File: config.mk
export PLATFORM = sky130hd
export DESIGN_NAME = dram_wr_ctl_flat
export DESIGN_NICKNAME = d
export VERILOG_FILES = /design/src/rtl/dram_wr_ctl_if.sv /design/src/rtl/dram_wr_ctl.sv /design/src/flat_wrapper.sv
export SDC_FILE = /design/constraint.sdc
export NUM_CORES = 1
export LEC_CHECK = 0
export CORE_MARGIN = 2
export CORE_UTILIZATION = 51
export CTS_BUF_LIST = sky130_fd_sc_hd__clkbuf_16
export CTS_CLUSTER_DIAMETER = 100
export CTS_CLUSTER_SIZE = 8
export DETAILED_ROUTE_END_ITERATION = 8
export PLACE_DENSITY_LB_ADDON = 0.15
export RECOVER_POWER = 50
export SYNTH_ARGS = -nofsm -noshare
export SYNTH_HDL_FRONTEND = slang
export SYNTH_SLANG_ARGS = --single-unit
File: constraint.sdc
create_clock -name clk_i -period 2.75 [get_ports clk_i]
set_input_delay 0.55 -clock clk_i [delete_from_list [all_inputs] [get_ports clk_i]]
set_output_delay 0.55 -clock clk_i [all_outputs]
set_load 0.02 [all_outputs]
File: src/rtl/dram_wr_ctl_if.sv
// Data-RAM write bus: word-aligned beats with byte enables, held until acked.
// The controller drives the master side; the RAM drives mem_ack_i.
interface dram_wr_ctl_if #(
    parameter int XLEN = 32
);
    logic            mem_wr_en_o;
    logic [XLEN-1:0] mem_addr_o;
    logic [XLEN-1:0] mem_wr_data_o;
    logic [3:0]      mem_byte_en_o;
    logic            mem_ack_i;

    modport master (
        output mem_wr_en_o,
        output mem_addr_o,
        output mem_wr_data_o,
        output mem_byte_en_o,
        input  mem_ack_i
    );

    modport slave (
        input  mem_wr_en_o,
        input  mem_addr_o,
        input  mem_wr_data_o,
        input  mem_byte_en_o,
        output mem_ack_i
    );
endinterface

File: src/rtl/dram_wr_ctl.sv
// Store-side write controller: turns a byte/half/word store into one or two
// word-aligned write beats with byte enables; misaligned stores are split.
module dram_wr_ctl #(
    parameter int XLEN = 32
) (
    input  logic              clk_i,
    input  logic              rst_i,
    input  logic              wr_req_i,
    input  logic [2:0]        wr_sel_i,
    input  logic [XLEN-1:0]   wr_addr_i,
    input  logic [XLEN-1:0]   wr_data_i,
    output logic              ready_o,
    output logic              done_o,
    output logic              err_o,
    dram_wr_ctl_if.master     mem
);

    localparam logic [2:0] DRAM_WR_B = 3'd1;
    localparam logic [2:0] DRAM_WR_H = 3'd2;
    localparam logic [2:0] DRAM_WR_W = 3'd3;

    typedef enum logic [1:0] {
        IDLE,
        BEAT0,
        BEAT1,
        FIN
    } state_t;

    state_t state_q, state_d;

    logic              ready_q, done_q, err_q, err_d;
    logic              en_q, en_d;
    logic [XLEN-1:0]   addr_q, addr_d;
    logic [XLEN-1:0]   data_q, data_d;
    logic [3:0]        be_q, be_d;
    logic [XLEN-1:0]   hi_addr_q, hi_addr_d;
    logic [XLEN-1:0]   hi_data_q, hi_data_d;
    logic [3:0]        hi_be_q, hi_be_d;

    logic              valid_sel;
    logic [3:0]        lane_base;
    logic [7:0]        mask;
    logic [63:0]       wide;
    logic [63:0]       lane_data;
    logic [XLEN-1:0]   word_addr;

    // Request decode: an 8-lane window spanning this word and the next one.
    always_comb begin
        valid_sel = 1'b1;
        lane_base = '0;
        case (wr_sel_i)
            DRAM_WR_B: lane_base = 4'b0001;
            DRAM_WR_H: lane_base = 4'b0011;
            DRAM_WR_W: lane_base = 4'b1111;
            default:   valid_sel = 1'b0;
        endcase
        mask      = {4'b0000, lane_base} << wr_addr_i[1:0];
        wide      = {32'b0, wr_data_i} << {wr_addr_i[1:0], 3'b000};
        lane_data = '0;
        for (int unsigned i = 0; i < 8; i++) begin
            lane_data[8*i +: 8] = mask[i] ? wide[8*i +: 8] : 8'h00;
        end
        word_addr = {wr_addr_i[XLEN-1:2], 2'b00};
    end

    always_comb begin
        state_d   = state_q;
        err_d     = 1'b0;
        en_d      = en_q;
        addr_d    = addr_q;
        data_d    = data_q;
        be_d      = be_q;
        hi_addr_d = hi_addr_q;
        hi_data_d = hi_data_q;
        hi_be_d   = hi_be_q;
        case (state_q)
            IDLE: begin
                if (wr_req_i) begin
                    if (valid_sel) begin
                        state_d   = BEAT0;
                        en_d      = 1'b1;
                        addr_d    = word_addr;
                        data_d    = lane_data[31:0];
                        be_d      = mask[3:0];
                        hi_addr_d = word_addr + XLEN'(4);
                        hi_data_d = lane_data[63:32];
                        hi_be_d   = mask[7:4];
                    end else begin
                        state_d = FIN;
                        err_d   = 1'b1;
                    end
                end
            end
            BEAT0: begin
                if (mem.mem_ack_i) begin
                    if (hi_be_q != '0) begin
                        state_d = BEAT1;
                        addr_d  = hi_addr_q;
                        data_d  = hi_data_q;
                        be_d    = hi_be_q;
                    end else begin
                        state_d = FIN;
                        en_d    = 1'b0;
                        addr_d  = '0;
                        data_d  = '0;
                        be_d    = '0;
                    end
                end
            end
            BEAT1: begin
                if (mem.mem_ack_i) begin
                    state_d = FIN;
                    en_d    = 1'b0;
                    addr_d  = '0;
                    data_d  = '0;
                    be_d    = '0;
                end
            end
            FIN:     state_d = IDLE;
            default: state_d = IDLE;
        endcase
    end

    // Status flags are registered from the next state so every output is a flop.
    always_ff @(posedge clk_i) begin
        if (rst_i) begin
            state_q   <= IDLE;
            ready_q   <= 1'b1;
            done_q    <= 1'b0;
            err_q     <= 1'b0;
            en_q      <= 1'b0;
            addr_q    <= '0;
            data_q    <= '0;
            be_q      <= '0;
            hi_addr_q <= '0;
            hi_data_q <= '0;
            hi_be_q   <= '0;
        end else begin
            state_q   <= state_d;
            ready_q   <= (state_d == IDLE);
            done_q    <= (state_d == FIN);
            err_q     <= err_d;
            en_q      <= en_d;
            addr_q    <= addr_d;
            data_q    <= data_d;
            be_q      <= be_d;
            hi_addr_q <= hi_addr_d;
            hi_data_q <= hi_data_d;
            hi_be_q   <= hi_be_d;
        end
    end

    assign ready_o           = ready_q;
    assign done_o            = done_q;
    assign err_o             = err_q;
    assign mem.mem_wr_en_o   = en_q;
    assign mem.mem_addr_o    = addr_q;
    assign mem.mem_wr_data_o = data_q;
    assign mem.mem_byte_en_o = be_q;

endmodule
File: src/flat_wrapper.sv
// flat-port wrapper written by rule: the top's interface ports become plain ports
module dram_wr_ctl_flat 
#(
    parameter int XLEN = 32
)
  (clk_i, rst_i, wr_req_i, wr_sel_i, wr_addr_i, wr_data_i, ready_o, done_o, err_o, mem_mem_wr_en_o, mem_mem_addr_o, mem_mem_wr_data_o, mem_mem_byte_en_o, mem_mem_ack_i);
  dram_wr_ctl_if #(.XLEN(XLEN)) mem_i ();
  input  logic clk_i;
  input  logic rst_i;
  input  logic wr_req_i;
  input  logic [2:0] wr_sel_i;
  input  logic [XLEN-1:0] wr_addr_i;
  input  logic [XLEN-1:0] wr_data_i;
  output logic ready_o;
  output logic done_o;
  output logic err_o;
  output wire logic [$bits(mem_i.mem_wr_en_o)-1:0] mem_mem_wr_en_o;
  output wire logic [$bits(mem_i.mem_addr_o)-1:0] mem_mem_addr_o;
  output wire logic [$bits(mem_i.mem_wr_data_o)-1:0] mem_mem_wr_data_o;
  output wire logic [$bits(mem_i.mem_byte_en_o)-1:0] mem_mem_byte_en_o;
  input wire logic [$bits(mem_i.mem_ack_i)-1:0] mem_mem_ack_i;
  assign mem_mem_wr_en_o = mem_i.mem_wr_en_o;
  assign mem_mem_addr_o = mem_i.mem_addr_o;
  assign mem_mem_wr_data_o = mem_i.mem_wr_data_o;
  assign mem_mem_byte_en_o = mem_i.mem_byte_en_o;
  assign mem_i.mem_ack_i = mem_mem_ack_i;
  dram_wr_ctl #(.XLEN(XLEN)) u_core (.clk_i(clk_i), .rst_i(rst_i), .wr_req_i(wr_req_i), .wr_sel_i(wr_sel_i), .wr_addr_i(wr_addr_i), .wr_data_i(wr_data_i), .ready_o(ready_o), .done_o(done_o), .err_o(err_o), .mem(mem_i));
endmodule
==> After elaboration in Yosys (flattened, before gate mapping) <==
Cells that the tools add are included.
{ "totals": {"in_bits": 71, "ff_bits": 142} }
{ "op_classes": {"addsub": 1, "reduce_logical": 9, "n_eq_ne": 12, "bitwise_logic": 2, "shifts": 2, "muxes": 40} }
{ "ops": {"columns": ["op", "n"], "rows": [
  ["two-way mux 32 bit", 9],
  ["one-hot mux 32 bit (3 select lines)", 2],
  ["two-way mux 8 bit", 8],
  ["<< shifter 32 x 5 -> 64 bit", 1],
  ["adder 32 x 3 -> 32 bit, second input constant", 1],
  ["one-hot mux 4 bit (3 select lines)", 2],
  ["two-way mux 4 bit", 5],
  ["two-way mux 1 bit", 8],
  ["two-way mux 2 bit", 4],
  ["inequality test 2 bit, second input constant", 4],
  ["one-hot mux 2 bit (4 select lines)", 1],
  ["<< shifter 4 x 2 -> 8 bit", 1],
  ["== test 2 bit, second input constant", 3],
  ["== test 3 x 2 -> 1 bit, second input constant", 2],
  ["AND reduction 6 bit", 1],
  ["OR reduction 3 bit", 2],
  ["AND reduction 5 bit", 1],
  ["logical NOT 2 bit", 2],
  ["nonzero test 4 bit", 1],
  ["== test 3 x 1 -> 1 bit, second input constant", 1],
  ["one-hot mux 1 bit (3 select lines)", 1],
  ["AND reduction 3 bit", 1],
  ["nonzero test 3 bit", 1],
  ["== test 2 x 1 -> 1 bit, second input constant", 1],
  ["other kinds (2)", 3]
]} }

==> Longest topological paths before layout <==
{ "depth": {"ltp_word": 7, "mapped_depth": 9} }

==> Worst setup path before layout <==
Ideal clock, no wire load.
{ "synth_timing": {"path_type": "input-to-reg", "startpoint": "input wr_addr_i[9]", "endpoint": "register u_core.hi_addr_q[29]", "n_path_buf": 1, "t_required_ns": 2.659, "path_stages": 5, "path_slack_ns": 0.506, "t_arrival_ns": 2.153, "path_cell_list": "buf_2 nand3_1 or4_4 or4b_1 a311oi_1"} }
{ "synth_between": {"elab_chain_cells": 1} }
{ "synth_rtl": {"columns": ["item", "line_no", "text"], "rows": [
  ["from (decl)", "flat_wrapper.sv:12", "input logic [XLEN-1:0] wr_addr_i;"],
  ["adder 32 x 3 -> 32 bit", "dram_wr_ctl.sv:85", "hi_addr_d = word_addr + XLEN'(4);"],
  ["to (signal assigned)", "dram_wr_ctl.sv:147", "hi_addr_q <= hi_addr_d;"],
  ["to (decl)", "dram_wr_ctl.sv:36", "logic [XLEN-1:0] hi_addr_q, hi_addr_d;"]
]} }
Every way passes these cells.
A chain may end at the register's enable or synchronous reset.

==> Final worst setup path <==
{ "layout_timing": {"startpoint": "input wr_sel_i[0]", "endpoint": "register u_core.hi_data_q[13]"} }
{ "layout_between": {"elab_chain_cells": 4} }
{ "layout_rtl": {"columns": ["item", "line_no", "text"], "rows": [
  ["from (decl)", "flat_wrapper.sv:11", "input logic [2:0] wr_sel_i;"],
  ["== test 3 x 2 -> 1 bit / == test 3 x 1 -> 1 bit (equally long branches)", "dram_wr_ctl.sv:51", "case (wr_sel_i)"],
  ["one-hot mux 4 bit (3 select lines) / OR reduction 3 bit (equally long branches)", null, null],
  ["<< shifter 4 x 2 -> 8 bit / two-way mux 1 bit (equally long branches)", "dram_wr_ctl.sv:57, dram_wr_ctl.sv:51", null],
  ["two-way mux 8 bit / AND reduction 3 bit (equally long branches)", null, null],
  ["to (signal assigned)", "dram_wr_ctl.sv:148", "hi_data_q <= hi_data_d;"],
  ["to (decl)", "dram_wr_ctl.sv:37", "logic [XLEN-1:0] hi_data_q, hi_data_d;"]
]} }
Parallel ways exist; a longest one is shown, timed or not.

==> results.tsv <==
stage	metric	value	unit
yosys	async set-reset flop share out of synthesis	0	%
global_routing	GRT Resource Usage Total	31.1	%
finish	diode count	0	
clocking	htree depth	4	
clocking	maximum root-to-sink buffer count	2	
detailed_routing	drt wl/cell	19.4	um
worst_setup_path	CP Buf/Inv Count	3	
detailed_routing	drt via density	6.20	
worst_setup_path	CP required	3.10	ns
worst_setup_path	Crit path max-delay family	buffers and inverters	
clocking	Clk pin slew, worst setup/hold paths	0.06	ns
worst_setup_path	cell-by-cell trace of the critical path	dlygate4sd3_1 -> o21ba_1 -> nand2_1 -> clkbuf_1 -> buf_4 -> a22oi_1 -> nor2_1	
floorplanning	die width	116	um
sta	Fin. Hold Viols	0	
global_routing	initial antenna violation count	0	
floorplanning	Initial Utilization	52.7	%
detailed_routing	Iteration-0 DRC Markers	607	
min_path	Hold Startpoint	u_core.hi_data_q[0]	
yosys	synthesized flop and latch total	129	
clocking	hold_buf cts	0	
power	Power Density	1030	nW/um^2
sta	max_slew headroom	39.8	%
global_routing	first-pass GRT wire length	32.8	mm
clocking	clock sinks	129	
min_path	hold path cells	2	
worst_setup_path	CP Capture Type	flop	
place	placed insts	1035	
worst_setup_path	Crit Reg-Reg Endpoint	u_core.mem.mem_wr_data_o[16]	
worst_setup_path	CP max stage cell	dlygate4sd3_1	
yosys	Syn Area/Cell	8.59	sq um
detailed_routing	Antenna Nets Post-Route	0	
job	Max-cap violations	0	
place	post-DP HPWL	14.6	mm
sta	Worst-Margin Slew	0.903	ns
worst_setup_path	Worst R2R Path Depth	7	
detailed_routing	DRC viols	0	
sta	Tmin final	2.48	ns
yosys	Syn. warnings	0	
floorplanning	total die area	13500	sq um
finish	commonest non-fill, non-tap cell in the layout	dfxtp_1	
floorplanning	FP Rows	40	
floorplanning	Ports	143	
sta	fin crit share	90.2	%
worst_setup_path	crit start category	input pin	
sta	unrepaired setup endpoints after global routing	no	
worst_setup_path	Register-to-Register Setup Slack	0.37	ns
yosys	count of different cell masters after synthesis	55	
clocking	Post-CTS Repair Setup Buffers	0	
yosys	number of enable flip-flop cells after synthesis	0	
yosys	sequential area share after synthesis	40.3	%
worst_setup_path	CP peak stage delay	0.66	ns
global_routing	GR Overflow Total	0	
place	IO Port Bufs	140	
clocking	clk root buf	clkbuf_16	
min_path	Hold Path Class	reg2reg	
detailed_routing	Initial DRT Pass Iterations	5	
finish	commonest cells after routing, fill and taps aside	dfxtp_1, a21oi_1, a211oi_1, dlygate4sd3_1, clkdlybuf4s50_1	
sta	max-slew violations	0	
finish	layout cell share with drive strength beyond 1	11.5	%
detailed_routing	vias	6619	
finish	Area Overhead vs Synth	37.8	%
finish	area of the multi-input gates	3570	sq um
min_path	Hold Path Sink	u_core.hi_data_q[0]	
floorplanning	Die H	116	um
sta	f_max	403	MHz
power	maximum VDD drop	0.740	mV
yosys	Post-synth top flop	dfxtp_1	
worst_setup_path	CP Max Fanout	20	
worst_setup_path	Worst EP arrival	2.83	ns
detailed_routing	Total Wirelength	20.7	mm
clocking	worst-skew pair later-pin latency	0.42	ns
clocking	CTS tree	built	
clocking	CTS Buf Count	17	
status	status	finished clean	
sta	Worst Skew	0.00745	ns
place	GPL Wtd Cong	0.894	
place	DP Worst Slack	-0.0257	ns
floorplanning	core area	12200	sq um
yosys	Synth Instances	747	
worst_setup_path	kind of critical path	in2reg	
yosys	post-synthesis instance area	6410	sq um
power	Leak Pwr	3.20	nW
worst_setup_path	launching point of the worst reg2reg path	u_core.state_q[1]	
global_routing	vias in the first global route	6360	
sta	Finish-stage setup viols	0	
sta	fin worst setup slack	0.269	ns
global_routing	largest net degree at the start of global routing	55	
finish	fill count	972	
finish	nets	963	
power	Power Total	9.13	mW
clocking	cts repair resizes	0	
finish	sequential cell area	2580	sq um
finish	Post-Layout Cell Count	1067	
[cells in the mapped netlist (all sizes together) (11+ instances only)]
cell    count  area, sq um
a21oi     111          556
a22o       16          140
nor2       48          180
a311oi     12          105
clkbuf     56          210
mux2       16          180
nand2      30          113
or3        18          113
dfxtp     129         2580
a211oi     76          571
nand3      11         55.1
a22oi      25          188
buf        14         65.1
nor2b      28          175
nor4       11         81.3
o21ai      21          105
nand4      13         96.3
[tightest hold or removal path, delay by kind of cell (launching register included)]
kind	cells	cell delay, ns
compound gates	1	0.05
flops	1	0.31
simple gates	1	0.05
[cell families (layout without fill, tap and decap cells)]
logic type / Yosys count / count (layout) / share of synthesized area (%)
buffers and inverters: 78 / 229 / 4.76
DFF: 129 / 129 / 40.3
xor gates and xnor gates: 13 / 13 / 1.77
AOI/OAI and AO/OA: 298 / 298 / 30.8
muxes: 25 / 25 / 4.21
and+or+nand+nor: 196 / 196 / 16.8
adders and majority gates: 7 / 7 / 1.33
other: 1 / 2 / 0.0585
[flip-flops by register name, summed over array words and instances, names as in the netlist]
register                  cells
u_core.hi_data_q             24
u_core.ready_o                1
u_core.err_o                  1
u_core.mem.mem_wr_data_o     32
u_core.state_q                2
u_core.hi_addr_q             30
u_core.mem.mem_addr_o        30
u_core.hi_be_q                3
u_core.mem.mem_wr_en_o        1
u_core.mem.mem_byte_en_o      4
u_core.done_o                 1
[through the flow]
stage	utilization (%)	setup TNS, ns	instance area, sq um	hold WS, ns
4_1_cts	72.8	0	8860	0.456
6_report	72.7	0	8840	0.455
5_1_grt	72.7	0	8840	0.478
3_5_place_dp	67.7	-0.0633	8230	0.448
2_1_floorplan	-	0	6420	0.437
3_3_place_gp	67.7	0	8230	0.446
[layout make-up]
cell class	instances	share of cell area (%)
timing repair buffer	189	20.6
sequential	129	29.2
multi-input combinational	541	40.4
clock inverter	15	2.25
tap	168	2.38
clock buffer	17	4.81
inverter	8	0.340
[worst max-delay path by stage]
stage,from,end,slack [ns],depth (start not counted)
after floorplan,wr_addr_i[9],u_core.hi_addr_q[29],0.51,5
after global placement,wr_addr_i[2],u_core.hi_addr_q[24],0.06,6
after detailed placement,wr_addr_i[2],u_core.hi_addr_q[24],-0.03,6
after CTS,wr_addr_i[13],u_core.hi_addr_q[29],0.36,5
after global routing,wr_sel_i[0],u_core.hi_data_q[15],0.12,7
final,wr_sel_i[0],u_core.hi_data_q[13],0.27,7
[power breakdown]
group	total (mW)	internal, mW	switching (mW)
logic	4.05	1.63	2.42
registers	2.67	2.40	0.270
clock network	2.41	1.58	0.826
total	9.13	5.62	3.52
[per-layer routing]
layer / part of all wire (%) / global-route usage, %
met1: 44 / 42.0
met2: 47 / 49.9
met3: 6.4 / 5.66
met4: 1.9 / 11.6
met5: 0 / 0
(Power assumes the default switching activity.)
